==> config.mk <==
export PLATFORM = sky130hd
export DESIGN_NAME = full_subtractor_flat
export DESIGN_NICKNAME = d
export VERILOG_FILES = /design/src/rtl/full_subtractor_if.sv /design/src/rtl/full_subtractor.sv /design/src/flat_wrapper.sv
export SDC_FILE = /design/constraint.sdc
export NUM_CORES = 2
export LEC_CHECK = 0
export ABC_AREA = 1
export CORE_ASPECT_RATIO = 0.6
export CORE_MARGIN = 2
export CORE_UTILIZATION = 48
export CTS_CLUSTER_DIAMETER = 80
export DETAILED_ROUTE_END_ITERATION = 10
export HOLD_SLACK_MARGIN = 0.12
export PLACE_DENSITY = 0.67
export SYNTH_ARGS = -nofsm -noshare
export SYNTH_HDL_FRONTEND = slang
export SYNTH_SLANG_ARGS = --single-unit
==> constraint.sdc <==
create_clock -name clk -period 3.7 [get_ports clk]
set_input_delay 0.74 -clock clk [delete_from_list [all_inputs] [get_ports clk]]
set_output_delay 0.74 -clock clk [all_outputs]
set_load 0.01 [all_outputs]
==> src/rtl/full_subtractor_if.sv <==
// Operand/result handshake bundle for full_subtractor.
// Both sides use valid/ready: a word moves on a clock edge where valid && ready
// are both high. A producer holds valid and data steady until that edge.
// in_ready may depend combinationally on out_ready, so a consumer must not make
// out_ready depend on in_valid.
interface full_subtractor_if #(
  parameter int W = 64
);
  logic         in_valid;
  logic         in_ready;
  logic [W-1:0] a;
  logic [W-1:0] b;
  logic         bi;
  logic         out_valid;
  logic         out_ready;
  logic [W-1:0] D;
  logic         Bo;

  // Environment side: offers operands and accepts results.
  modport master (
    output in_valid, a, b, bi, out_ready,
    input  in_ready, out_valid, D, Bo
  );

  // Subtractor side.
  modport slave (
    input  in_valid, a, b, bi, out_ready,
    output in_ready, out_valid, D, Bo
  );
endinterface

==> src/rtl/full_subtractor.sv <==
// Byte-sliced pipelined subtractor: D = a - b - bi (mod 2^W), Bo = borrow-out.
// One byte is resolved per stage, so a W-bit word takes N = W/8 stages.
// Operands are skewed on the way in (each stage carries the bytes it has not
// yet consumed) and the result is deskewed on the way out (each stage carries
// the bytes already produced), so every presented word is coherent.
// The whole pipeline advances together; a stall at the output freezes every
// stage, and in_ready mirrors that advance.
// W must be a multiple of 8 and at least 8.
// Optional feature: define FULL_SUB_SAT_EN to clamp D to 0 when the final
// borrow is set (unsigned saturation). Bo still reports the underflow.
module full_subtractor #(
  parameter int W = 64
) (
  input  logic                 clk,
  input  logic                 resetn,
  full_subtractor_if.slave     bus
);

  localparam int N = W / 8;

  logic adv;

  genvar k;
  generate
    for (k = 0; k < N; k++) begin : g_stage
      // Result bytes 0..k live in this stage.
      localparam int RW = 8 * (k + 1);

      logic          vld;
      logic [RW-1:0] res;
      logic          brw;

      logic          vld_n;
      logic [7:0]    x_byte;
      logic [7:0]    y_byte;
      logic          b_in;
      logic [8:0]    diff;
      logic [RW-1:0] res_n;

      if (k == 0) begin : g_src
        // First stage takes byte 0 and the borrow-in straight from the inputs.
        always_comb begin
          vld_n  = bus.in_valid;
          x_byte = bus.a[7:0];
          y_byte = bus.b[7:0];
          b_in   = bus.bi;
        end
      end else begin : g_src
        // Later stages take the lowest carried operand byte and the registered
        // borrow of the previous stage.
        always_comb begin
          vld_n  = g_stage[k-1].vld;
          x_byte = g_stage[k-1].g_carry.opa[7:0];
          y_byte = g_stage[k-1].g_carry.opb[7:0];
          b_in   = g_stage[k-1].brw;
        end
      end

      // 9-bit byte subtract: low 8 bits are the result byte, bit 8 is borrow-out.
      always_comb begin
        diff = {1'b0, x_byte} - {1'b0, y_byte} - {8'd0, b_in};
      end

      if (k == 0) begin : g_res
        // Byte 0 starts the result word.
        always_comb begin
          res_n = diff[7:0];
`ifdef FULL_SUB_SAT_EN
          if ((k == N - 1) && diff[8]) begin
            res_n = '0;
          end
`endif
        end
      end else begin : g_res
        // Append this byte above the bytes already resolved upstream.
        always_comb begin
          res_n = {diff[7:0], g_stage[k-1].res};
`ifdef FULL_SUB_SAT_EN
          if ((k == N - 1) && diff[8]) begin
            res_n = '0;
          end
`endif
        end
      end

      // Stage register: cleared by reset, loaded only on a global advance.
      always_ff @(posedge clk) begin
        if (!resetn) begin
          vld <= 1'b0;
          res <= '0;
          brw <= 1'b0;
        end else if (adv) begin
          vld <= vld_n;
          res <= res_n;
          brw <= diff[8];
        end
      end

      if (k < N - 1) begin : g_carry
        // Operand bytes k+1..N-1 still waiting for their stage.
        localparam int OW = W - RW;

        logic [OW-1:0] opa;
        logic [OW-1:0] opb;
        logic [OW-1:0] opa_n;
        logic [OW-1:0] opb_n;

        if (k == 0) begin : g_ld
          // Stage 0 keeps everything above byte 0.
          always_comb begin
            opa_n = bus.a[W-1:8];
            opb_n = bus.b[W-1:8];
          end
        end else begin : g_ld
          // Drop the byte consumed by this stage, pass the rest along.
          always_comb begin
            opa_n = g_stage[k-1].g_carry.opa[OW+7:8];
            opb_n = g_stage[k-1].g_carry.opb[OW+7:8];
          end
        end

        // Operand carry register, same advance/reset rules as the result.
        always_ff @(posedge clk) begin
          if (!resetn) begin
            opa <= '0;
            opb <= '0;
          end else if (adv) begin
            opa <= opa_n;
            opb <= opb_n;
          end
        end
      end
    end
  endgenerate

  // The pipeline moves when the last stage is empty or being drained.
  always_comb begin
    adv = !g_stage[N-1].vld || bus.out_ready;
  end

  assign bus.in_ready  = adv;
  assign bus.out_valid = g_stage[N-1].vld;
  assign bus.D         = g_stage[N-1].res;
  assign bus.Bo        = g_stage[N-1].brw;

endmodule
==> src/flat_wrapper.sv <==
// flat-port wrapper written by rule: the top's interface ports become plain ports
module full_subtractor_flat 
#(
  parameter int W = 64
)
  (clk, resetn, bus_in_valid, bus_a, bus_b, bus_bi, bus_out_ready, bus_in_ready, bus_out_valid, bus_D, bus_Bo);
  full_subtractor_if #(.W(W)) bus_i ();
  input  logic clk;
  input  logic resetn;
  input wire logic [$bits(bus_i.in_valid)-1:0] bus_in_valid;
  input wire logic [$bits(bus_i.a)-1:0] bus_a;
  input wire logic [$bits(bus_i.b)-1:0] bus_b;
  input wire logic [$bits(bus_i.bi)-1:0] bus_bi;
  input wire logic [$bits(bus_i.out_ready)-1:0] bus_out_ready;
  output wire logic [$bits(bus_i.in_ready)-1:0] bus_in_ready;
  output wire logic [$bits(bus_i.out_valid)-1:0] bus_out_valid;
  output wire logic [$bits(bus_i.D)-1:0] bus_D;
  output wire logic [$bits(bus_i.Bo)-1:0] bus_Bo;
  assign bus_i.in_valid = bus_in_valid;
  assign bus_i.a = bus_a;
  assign bus_i.b = bus_b;
  assign bus_i.bi = bus_bi;
  assign bus_i.out_ready = bus_out_ready;
  assign bus_in_ready = bus_i.in_ready;
  assign bus_out_valid = bus_i.out_valid;
  assign bus_D = bus_i.D;
  assign bus_Bo = bus_i.Bo;
  full_subtractor #(.W(W)) u_core (.clk(clk), .resetn(resetn), .bus(bus_i));
endmodule
Yosys cells after proc, flatten, opt, wreduce, memory -nomap -nowiden --
Index checks and enable logic that the tools add are counted.
Storage, ports and cells: word-level logic and storage cells 56, register bits 752
Cells by class: reduce and logical (&&, ||, !) cells 2, add/sub/neg operators 16
Operators by type and width (count):
- subtractor 8 x 8 -> 9 bit | 8
- subtractor 9 x 1 -> 9 bit | 8
- logical NOT 1 bit | 1
- logical OR 1 bit | 1

Logic depth before layout (Yosys ltp) --
depth in word-level cells 2, depth in mapped cells 16, mapped depth without buffers 16

Worst setup path after synthesis --
OpenSTA, ideal clock, no wires.
path kind register -> register, start register u_core.g_stage[5].g_carry.opb[0], end register u_core.g_stage[6].brw, required time 3.591 ns, cell stages (with the launch flop) 17, library setup time 0.109 ns, setup slack 1.292 ns, data arrival time 2.299 ns, period minus slack after synthesis 2.408 ns, path through dfxtp_1 -> inv_1 -> fa_1 -> inv_1 -> ha_1 -> or2_2 -> fa_1 -> inv_1 -> nand2_1 -> nand2_1 -> nand2_1 -> nand2_1 -> nand2_1 -> nand2_1 -> nand3_1 -> nand2_1 -> inv_1
Between the ends: longest elaborated chain between the ends 2
Ends and longest elaborated chain:
- from (decl) | RTL line full_subtractor.sv:104 | logic [OW-1:0] opb;
- from (signal assigned) | RTL line full_subtractor.sv:129 | opb <= opb_n;
- subtractor 8 x 8 -> 9 bit | RTL line full_subtractor.sv:61 | diff = {1'b0, x_byte} - {1'b0, y_byte} - {8'd0, b_in};
- subtractor 9 x 1 -> 9 bit | RTL line full_subtractor.sv:61
- to (signal assigned) | RTL line full_subtractor.sv:95 | brw <= diff[8];
- to (decl) | RTL line full_subtractor.sv:31 | logic brw;
No other way between the ends. A chain may end at the register's enable or synchronous reset.

Worst setup path after layout --
start input port bus_out_ready, end output port bus_in_ready
Between the ends: longest elaborated chain between the ends 1
Ends and longest elaborated chain:
- from (decl) | RTL line flat_wrapper.sv:14 | input wire logic [$bits(bus_i.out_ready)-1:0] bus_out_ready;
- logical OR 1 bit | RTL line full_subtractor.sv:138 | adv = !g_stage[N-1].vld || bus.out_ready;
- to (decl) | RTL line flat_wrapper.sv:15 | output wire logic [$bits(bus_i.in_ready)-1:0] bus_in_ready;
No other way between the ends.

==> impl.org <==
** Yosys
- Combinational family with the most area after synthesis :: simple AND/OR/NAND/NOR gates
- The compound-cell area share of the yosys netlist came to 0.148.
- The number of nets handed over by synthesis was 4266.
- EDFF count, synth :: 0
- After synthesis, the cell types taking the most area are sky130_fd_sc_hd__dfxtp_1 50%, sky130_fd_sc_hd__nor2_1 16%, sky130_fd_sc_hd__o21ai_0 12%.
- By count the netlist is led by 1274 x sky130_fd_sc_hd__nor2_1, 752 x sky130_fd_sc_hd__dfxtp_1, 698 x sky130_fd_sc_hd__o21ai_0.
- Async set-reset flop share out of synthesis :: 0
- Synth Instances :: 4005
- Fraction of synthesized area in multiplexers :: 0
- Largest area contributor in the synthesized netlist :: sky130_fd_sc_hd__dfxtp_1
- The most common cell in the synthesized netlist is sky130_fd_sc_hd__nor2_1.
- Share of the yosys chip area belonging to registers :: 0.500
- Of the post-synthesis cell area, the dominant cell type holds 0.500.
- During synthesis, Yosys emitted a total of 0 warnings.
- In this run the mean area of a mapped cell was 7.51 sq um.
- Post-synth top flop :: sky130_fd_sc_hd__dfxtp_1
- Counting distinct cell types in the post-synthesis netlist gives 24.
- Of the total synthesized cell area, the portion taken by XOR and XNOR cells is 0.00582.
- After synthesis the netlist holds a flip-flop and latch count of 752.
- Of the total synthesized cell area, the portion taken by full adders, half adders and majority gates is 0.0572.
- Synth Cell Area :: 0.0301 sq mm
- Simple-gate area share of the yosys netlist :: 0.203

** Place
- Count of buffers from port buffering :: 199
- Routability-driven placement finished with a final weighted congestion of 0.831.
- Post-detail-place hpwl :: 43.8 mm

** Global routing
- Number of antenna violations at the first check in global routing :: 14
- Global-route usage over all layers :: 0.211
- The first global-routing pass estimated 113 mm of wire.
- Via count of the first global-routing pass :: 22400
- Entering global routing, the biggest net connects 212 pins.
- Remaining global-route overflow :: 0

** Worst hold path
- Worst hold path stage count :: 2
- Classification of the worst-slack hold path :: flip-flop to flip-flop

** Die
- Core footprint :: 0.0624 sq mm
- Die footprint :: 0.0648 sq mm
- Die Y :: 198 um
- 200 I/O pins were placed.
- Row generation in the floorplan step produced 71 rows.
- Die Wd :: 327 um
- For this configuration, the core starts out at a cell density of 0.483.

** Route
- The pre-antenna-repair detailed-routing pass consisted of 8 iterations.
- # DRC :: 0
- The detailed router placed 24100 vias in this run.
- Number of violations reported at the end of detailed-routing iteration 0 :: 1947
- The count of nets left with antenna violations once routing finished came out at 0.
- Total wire length :: 67.5 mm
- Routed via count divided by cell count :: 4.87
- Wire length per cell :: 13.6 um

** Power and ir drop
- In this run the static leakage power is 0.0175 uW.
- PwrDens :: 505 mW/mm^2
- IR analysis of the VDD net gives a maximum drop of 0.343 mV.

** Worst setup path
- Start-to-end type of the worst setup path :: input pin to output port
- Register-to-Register Path Depth :: 16
- For the worst setup path, the data arrival time is 2.14 ns.
- CP max-delay cell :: sky130_fd_sc_hd__clkdlybuf4s50_1
- CP startpoint kind :: input pin
- Cell with the most instances on the worst path :: sky130_fd_sc_hd__clkdlybuf4s50_1
- For this run, the slowest stage of the critical path takes 0.60 ns.
- Critical Path, Cell by Cell :: clkdlybuf4s50_1 -> nor2_4 -> inv_8 -> clkdlybuf4s50_1
- STA classifies the critical path endpoint as an output port.
- Of all nets on the critical path, the largest fanout is 29.
- At the worst endpoint, the required time is 2.96 ns.

** CTS
- Counting along the longest clock path gives a buffer depth of 3.
- After clock tree synthesis, the setup repair step added 0 buffers.
- Number of clock buffers inserted by TritonCTS :: 70
- Clock H-tree levels :: 3
- Clk sink count :: 752
- CTS tree :: yes
- The root buffer cell chosen for the clock tree is sky130_fd_sc_hd__clkbuf_16.
- In this run, post-CTS hold repair placed 0 buffers.
- In this run, post-CTS repair resized a total of 0 instances.
- Insertion delay to the later sink of the worst-skew pair :: 0.61 ns
- After clock tree synthesis, the clock-pin slew on the worst setup and hold paths is 0.06 ns.

** Layout
- Layout cells sized above 1 :: 0.0363
- Net total in the final layout :: 4310
- Fillers :: 5988
- Area of the multi-input gates :: 0.0125 sq mm
- From synthesis to final layout, the design area changed by 15.0%.
- Register Area :: 0.0151 sq mm

** STA
- Worst slew margin relative to its limit :: 0.344
- The tightest hold path in the finished design has a slack of 0.458 ns.
- The number of slew-limit violations in the final report was 0.
- Setup violations remaining at the end of the flow were counted as 0.
- Number of hold violations in the final report :: 0
- For the final routed database, the setup TNS stands at 0 ns.
- Setup repair after global routing left no endpoint under its margin.
- Post-Route Skew :: 0.0184 ns
- Post-route minimum period :: 2.88 ns
- Fmax achieved :: 347 MHz
- For the pin with the worst max-slew slack, the measured transition is 0.985 ns.
- Of the available clock period, the critical path in the final layout requires 0.780.

** Outcome
- The run finished with clean final reports.

** Flow run
- Max Cap Viol :: 0
-- cell families after synthesis --
group | Yosys count
and+or+nand+nor | 1601
AOI/OAI and AO/OA | 878
DFF | 752
buffers and inverters | 626
adders and majority gates | 128
xor gates and xnor gates | 20
-- sequential cells by signal, summed over array words and instances (netlist names) --
| name | count |
|---|---|
| u_core.bus.Bo | 1 |
| u_core.g_stage.g_carry.opa | 224 |
| u_core.g_stage.vld | 7 |
| u_core.g_stage.brw | 7 |
| u_core.g_stage.g_carry.opb | 224 |
| u_core.bus.D | 64 |
| u_core.g_stage.res | 224 |
| u_core.bus.out_valid | 1 |
-- report_power, final --
part,total (uW),leakage (uW),switching (uW),internal [uW]
combinational,1490,0.0102,828,661
sequential,8750,0.00614,226,8520
clock,7230,0.00114,3130,4100
total,17500,0.0175,4190,13300
-- routing by layer --
metal | share of wire | vias up | routed length [um] | global-route usage
met3 | 0.059 | 74 | 3980 | 0.0533
li1 | - | 12700 | - | -
met5 | 0.00099 | - | 67 | 0
met1 | 0.51 | 11000 | 34100 | 0.301
met2 | 0.42 | 320 | 28500 | 0.323
met4 | 0.013 | 10 | 904 | 0.0443
-- worst max-delay path, delay by kind of cell --
family	cells	cell delay (ns)
AND/OR/NAND/NOR	1	0.08
buffers and inverters	3	1.29
-- cell usage in the layout (no fill, tap or decap), types with 60 or more instances in the layout --
cell type                         count
sky130_fd_sc_hd__nand3_1             60
sky130_fd_sc_hd__a21oi_1             90
sky130_fd_sc_hd__nor2_1            1274
sky130_fd_sc_hd__clkdlybuf4s50_1    198
sky130_fd_sc_hd__o21ai_1             61
sky130_fd_sc_hd__nand2_1            255
sky130_fd_sc_hd__dfxtp_1            752
sky130_fd_sc_hd__inv_1              375
sky130_fd_sc_hd__o21ai_0            698
sky130_fd_sc_hd__clkbuf_16           72
sky130_fd_sc_hd__ha_1               112
-- through the flow --
stage | instances | cell area (sq um) | util | worst slack (ns) | total power (uW)
global placement | 4816 | 32300 | 0.518 | 0.762 | 10400
finish | 4950 | 34600 | 0.555 | 0.815 | 17500
detailed placement | 4816 | 32300 | 0.518 | 0.775 | 10400
global route | 4941 | 34600 | 0.555 | 0.780 | 18300
floorplan | 4005 | 30100 | - | 1.29 | 9890
CTS | 4940 | 34600 | 0.555 | 0.805 | 17700
-- path summary, 6_finish.rpt --
| path | from | endpoint | slack, ns |
|---|---|---|---|
| max | bus_out_ready | bus_in_ready | 0.82 |
| min | u_core.g_stage[5].g_carry.opa[4]$_SDFFE_PN0P_ | u_core.g_stage[5].g_carry.opa[4]$_SDFFE_PN0P_ | 0.46 |
| max reg2reg | u_core.g_stage[5].g_carry.opb[0]$_SDFFE_PN0P_ | u_core.g_stage[6].brw$_SDFFE_PN0P_ | 1.09 |
| min reg2reg | u_core.g_stage[5].g_carry.opa[4]$_SDFFE_PN0P_ | u_core.g_stage[5].g_carry.opa[4]$_SDFFE_PN0P_ | 0.46 |
-- layout make-up --
cell class / instances / share of cell area
Sequential cell: 752 / 0.435
Multi-Input combinational cell: 2627 / 0.360
Timing Repair Buffer: 222 / 0.0667
Clock buffer: 95 / 0.0577
Inverter: 376 / 0.0410
Tap cell: 839 / 0.0303
Clock inverter: 29 / 0.00842
Antenna cell: 10 / 0.000723
(Power assumes the default switching activity.)
